==> src/rtl/uart_cmd_responder.sv <==
// Host command responder: parses SOF/CMD/ADDR[/DATA] frames from the UART RX stream,
// drives a single-byte register bus and returns RSP/payload (or NAK) frames on UART TX.
module uart_cmd_responder #(
    parameter int          DATA_WIDTH     = 8,
    parameter logic [7:0]  SOF_BYTE       = 8'hA5,
    parameter logic [7:0]  RSP_BYTE       = 8'h5A,
    parameter int          TIMEOUT_CYCLES = 50000
) (
    input  logic                  clk,
    input  logic                  rst_n,
    input  logic [DATA_WIDTH-1:0] rx_data,
    input  logic                  rx_valid,
    output logic                  rx_ready,
    output logic [DATA_WIDTH-1:0] tx_data,
    output logic                  tx_valid,
    input  logic                  tx_ready,
    output logic [7:0]            reg_addr,
    output logic [7:0]            reg_wdata,
    output logic                  reg_we,
    output logic                  reg_re,
    input  logic [7:0]            reg_rdata,
    output logic                  err,
    output logic                  busy
);

    localparam logic [7:0] CMD_WR   = 8'h01;
    localparam logic [7:0] CMD_RD   = 8'h02;
    localparam logic [7:0] ACK_BYTE = 8'h06;
    localparam logic [7:0] NAK_BYTE = 8'h15;
    localparam int         TW       = (TIMEOUT_CYCLES > 1) ? $clog2(TIMEOUT_CYCLES) : 1;
    localparam logic [TW-1:0] TO_LAST = TW'(TIMEOUT_CYCLES - 1);

    typedef enum logic [3:0] {
        S_IDLE,
        S_CMD,
        S_ADDR,
        S_DATA,
        S_REG_WR,
        S_REG_RD,
        S_RD_WAIT,
        S_TX_HDR,
        S_TX_PAY,
        S_TX_NAK
    } state_t;

    state_t        state;
    logic          is_write;
    logic [7:0]    payload;
    logic [TW-1:0] idle_cnt;
    logic          in_frame;
    logic          rx_fire;
    logic          tx_fire;
    logic          timeout;

    assign in_frame = (state == S_CMD) || (state == S_ADDR) || (state == S_DATA);
    assign rx_ready = rst_n && ((state == S_IDLE) || in_frame);
    assign busy     = (state != S_IDLE);
    assign rx_fire  = rx_valid && rx_ready;
    assign tx_fire  = tx_valid && tx_ready;
    // An accepted byte on the expiry cycle still counts: the frame keeps going.
    assign timeout  = in_frame && !rx_fire && (idle_cnt == TO_LAST);

    always_ff @(posedge clk) begin
        if (!rst_n) begin
            state     <= S_IDLE;
            is_write  <= 1'b0;
            payload   <= '0;
            idle_cnt  <= '0;
            tx_data   <= '0;
            tx_valid  <= 1'b0;
            reg_addr  <= '0;
            reg_wdata <= '0;
            reg_we    <= 1'b0;
            reg_re    <= 1'b0;
            err       <= 1'b0;
        end else begin
            reg_we <= 1'b0;
            reg_re <= 1'b0;
            err    <= 1'b0;

            if (in_frame && !rx_fire)
                idle_cnt <= idle_cnt + 1'b1;
            else
                idle_cnt <= '0;

            if (timeout) begin
                state <= S_IDLE;
                err   <= 1'b1;
            end else begin
                case (state)
                    S_IDLE: begin
                        if (rx_fire && rx_data == SOF_BYTE)
                            state <= S_CMD;
                    end
                    S_CMD: begin
                        if (rx_fire) begin
                            if (rx_data == CMD_WR || rx_data == CMD_RD) begin
                                is_write <= (rx_data == CMD_WR);
                                state    <= S_ADDR;
                            end else begin
                                err      <= 1'b1;
                                tx_valid <= 1'b1;
                                tx_data  <= NAK_BYTE;
                                state    <= S_TX_NAK;
                            end
                        end
                    end
                    S_ADDR: begin
                        if (rx_fire) begin
                            reg_addr <= rx_data;
                            if (is_write) begin
                                state <= S_DATA;
                            end else begin
                                reg_re <= 1'b1;
                                state  <= S_REG_RD;
                            end
                        end
                    end
                    S_DATA: begin
                        if (rx_fire) begin
                            reg_wdata <= rx_data;
                            reg_we    <= 1'b1;
                            state     <= S_REG_WR;
                        end
                    end
                    S_REG_WR: begin
                        payload  <= ACK_BYTE;
                        tx_valid <= 1'b1;
                        tx_data  <= RSP_BYTE;
                        state    <= S_TX_HDR;
                    end
                    S_REG_RD: begin
                        state <= S_RD_WAIT;
                    end
                    S_RD_WAIT: begin
                        payload  <= reg_rdata;
                        tx_valid <= 1'b1;
                        tx_data  <= RSP_BYTE;
                        state    <= S_TX_HDR;
                    end
                    S_TX_HDR: begin
                        if (tx_fire) begin
                            tx_data <= payload;
                            state   <= S_TX_PAY;
                        end
                    end
                    S_TX_PAY, S_TX_NAK: begin
                        if (tx_fire) begin
                            tx_valid <= 1'b0;
                            tx_data  <= '0;
                            state    <= S_IDLE;
                        end
                    end
                    default: state <= S_IDLE;
                endcase
            end
        end
    end

endmodule
==> config.mk <==
export PLATFORM = sky130hd
export DESIGN_NAME = uart_cmd_responder
export DESIGN_NICKNAME = d
export VERILOG_FILES = /design/src/rtl/uart_cmd_responder.sv
export SDC_FILE = /design/constraint.sdc
export NUM_CORES = 1
export LEC_CHECK = 0
export ABC_AREA = 1
export CAP_MARGIN = 30
export CELL_PAD_IN_SITES_DETAIL_PLACEMENT = 2
export CELL_PAD_IN_SITES_GLOBAL_PLACEMENT = 2
export CORE_ASPECT_RATIO = 0.7
export CORE_MARGIN = 2
export CORE_UTILIZATION = 28
export CTS_BUF_LIST = sky130_fd_sc_hd__clkbuf_16
export DETAILED_ROUTE_END_ITERATION = 12
export PLACE_DENSITY_LB_ADDON = 0.15
export SLEW_MARGIN = 0
export SYNTH_ARGS = -nofsm -noshare
export SYNTH_HDL_FRONTEND = slang
export SYNTH_SLANG_ARGS = --single-unit
==> constraint.sdc <==
create_clock -name clk -period 1.7 [get_ports clk]
set_input_delay 0.34 -clock clk [delete_from_list [all_inputs] [get_ports clk]]
set_output_delay 0.34 -clock clk [all_outputs]
set_load 0.005 [all_outputs]
==> flow_summary.ini <==
[run_status]
status = complete, no violations

[global_route]
grt_pass1_wl_mm = 14.9
antenna_found_initial = 0
grt-ovfl-total = 0
grt_start_max_net_pins = 28
grt_usage_pct = 19.1
grt_pass1_vias = 2876

[sta]
post-route-period-util_pct = 99.9
fmax_mhz = 589
finalHoldViolCount = 0
rsz0062_at_grt = true
worst_pin_slew_ns = 0.306
fin_worst_skew_ns = 0.00783
maxSlewViolCount = 0
holdWs_ns = 0.455
min_period_ns = 1.70
setup_viol = 0
slew_headroom_pct = 79.6

[synthesis]
synth-edff-count = 0
yosysSeqAreaShare_pct = 44.1
ys_ff_latch = 57
yosysWarnings = 0
yosysTopAreaCell = dfxtp_1
post-synth-top-count-cell = nand2_1
async_flop_share_pct = 0
synth_top_area_share_pct = 44.1
synthFlopType = dfxtp_1
ys_types = 31
syn_area_sq_mm = 0.00259
syn-mean-instance-area_sq_um = 7.03
synth_common_cells = nand2_1, nor2_1, dfxtp_1
syn_nets = 389
synth_cells = 368
synthTopCellsByArea = dfxtp_1, nand2_1, nor2_1, inv_1, a21oi_1

[finish]
fin_util_pct = 42.9
drive_above_1_share_pct = 20.0
synthToLayoutAreaGrowth_pct = 49.7
nets = 477
fill_cells = 1041
diodes = 0

[clocking]
htree_levels = 3
cts_buffers = 9
clk_pin_slew_worst_paths_ns = 0.05
cts_buffer_depth = 2
insertion_delay_ns = 0.34
cts-root-buf = clkbuf_16
tritoncts = done
cts_hold_buf = 0
cts.sinks = 57

[floorplan]
core_area_sq_mm = 0.00903
die_w_um = 119
initial_core_util_pct = 28.7
chipHeight_um = 84.5
die-area_sq_mm = 0.0100
num_rows = 29
num_io_pins = 50

[flow_run]
maxCapViolations = 0

[critical_path]
slowest_stage = dfxtp_1
path_cells = buf_4, nor2_4, nand3_1, nand2_1, nor2_1, nor2_4, buf_4, nand4_1, nand2_1, nor2_2
critical_path_class = flip-flop to flip-flop
crit_cells = 10
cp_top_family = simple AND/OR/NAND/NOR gates
worstPathMaxFanout = 5
worstPathArrival_ns = 1.93
critPathMaxStageDelay_ns = 0.34
rrSetupSlack_ns = 0.001
crit_buf_inv = 2
rr_worst_depth = 10
r2r_end = tx_data[7]$_SDFFE_PN0P_
crit_end = tx_data[7]$_SDFFE_PN0P_
crit_required_ns = 1.93
cp-end-kind = flip-flop
r2r_start = state[3]$_SDFFE_PP0P_
startpoint = state[3]$_SDFFE_PP0P_
crit_path_start_kind = flip-flop

[route]
drt_wl_total_mm = 9.62
dr.pass1.iters = 4
wl_per_cell_um = 16.4
num_vias = 2730
ant_nets = 0
initialDrtViolationCount = 97
remaining_drc_errors = 0
vias_per_cell = 4.67

[power]
power_density_mw_per_mm2 = 936
peakVddDrop_mv = 0.441
cellLeakagePower_uw = 0.00161

[placed_design]
port_buffers = 49
gp_congestion = 0.758
dp_hpwl_mm = 6.61

[min_path]
worstHoldPathType = flip-flop to flip-flop
==> how the worst min path moves through the flow <==
stage | startpoint | to | cells past startpoint
after global routing | idle_cnt[0]$_SDFF_PN0_ | idle_cnt[0]$_SDFF_PN0_ | 1
after floorplan | idle_cnt[0]$_SDFF_PN0_ | idle_cnt[0]$_SDFF_PN0_ | 1
after CTS | idle_cnt[0]$_SDFF_PN0_ | idle_cnt[0]$_SDFF_PN0_ | 1
after detailed placement | idle_cnt[0]$_SDFF_PN0_ | idle_cnt[0]$_SDFF_PN0_ | 1
after global placement | idle_cnt[0]$_SDFF_PN0_ | idle_cnt[0]$_SDFF_PN0_ | 1
final | idle_cnt[0]$_SDFF_PN0_ | idle_cnt[0]$_SDFF_PN0_ | 1
==> area by class of cell <==
| class | instances | area, sq um | share of cell area (%) |
|---|---|---|---|
| Timing Repair Buffer | 85 | 812 | 20.9 |
| Inverter | 46 | 175 | 4.52 |
| Multi-Input combinational cell | 257 | 1330 | 34.2 |
| Clock inverter | 7 | 37.5 | 0.968 |
| Sequential cell | 57 | 1150 | 29.6 |
| Tap cell | 124 | 155 | 4.00 |
| Clock buffer | 9 | 225 | 5.81 |
==> state kept, by name, indices dropped and copies added, names as in the netlist, 4 cells and up <==
name,count
reg_addr,8
tx_data,8
payload,8
reg_wdata,8
state,4
idle_cnt,16
==> layout by cell type (no fill, tap or decap), types with 2 or more instances in the layout <==
cell type,netlist,routed
xor2_1,4,4
nand2_2,5,8
o21ai_0,22,21
nand2_1,85,81
clkinv_2,0,3
dfxtp_1,57,55
clkinvlp_4,0,2
nor3_1,6,5
o21ai_1,2,2
a211oi_1,2,2
nor2_1,61,52
a21oi_1,29,29
inv_1,43,42
clkinv_1,0,2
buf_12,0,4
nor2_2,4,8
nand4_1,6,6
nand3_1,11,11
buf_4,0,32
nor2_4,4,9
clkbuf_16,0,9
nand3_4,1,3
nand3_2,3,2
clkdlybuf4s50_1,0,47
inv_2,3,3
nand2_4,2,3
==> timing repair <==
item | in CTS | in global routing
cloned | 0 | 1
buffers inserted | 1 | 5
resized for setup | 6 | 25
setup endpoints to repair | 5 | 32
pin swaps | 4 | 12
==> cell families after synthesis <==
group	after synthesis	synth area share, %
buffers and inverters	55	8.46
AOI/OAI and AO/OA	58	11.7
and+or+nand+nor	192	33.6
DFF	57	44.1
xor gates and xnor gates	5	1.69
adders and majority gates	1	0.483
==> per-stage QoR <==
step	cells	setup WS (ns)	cell area (sq um)	setup TNS (ns)	power, uW
after floorplan	368	0.205	2590	0	1700
after global placement	562	-0.213	3440	-4.07	1940
after detailed placement	562	-0.220	3440	-5.54	1970
after CTS	579	-0.166	3720	-0.166	3600
after global routing	585	-0.0996	3880	-0.778	3810
final	585	0.000959	3880	0	3630
==> report_power, final <==
part	internal, uW	total [uW]	leakage, uW	switching (uW)
sequential	1390	1430	0.000461	36.1
combinational	280	588	0.00102	308
clock	965	1610	0.000126	648
total	2630	3630	0.00161	992
==> per-layer routing <==
layer	GRT usage (%)	wire [um]
met5	0	0
met1	25.1	4540
met2	31.0	4600
met3	4.55	337
met4	6.17	138
No activity file was read; power rests on OpenSTA's default activity.
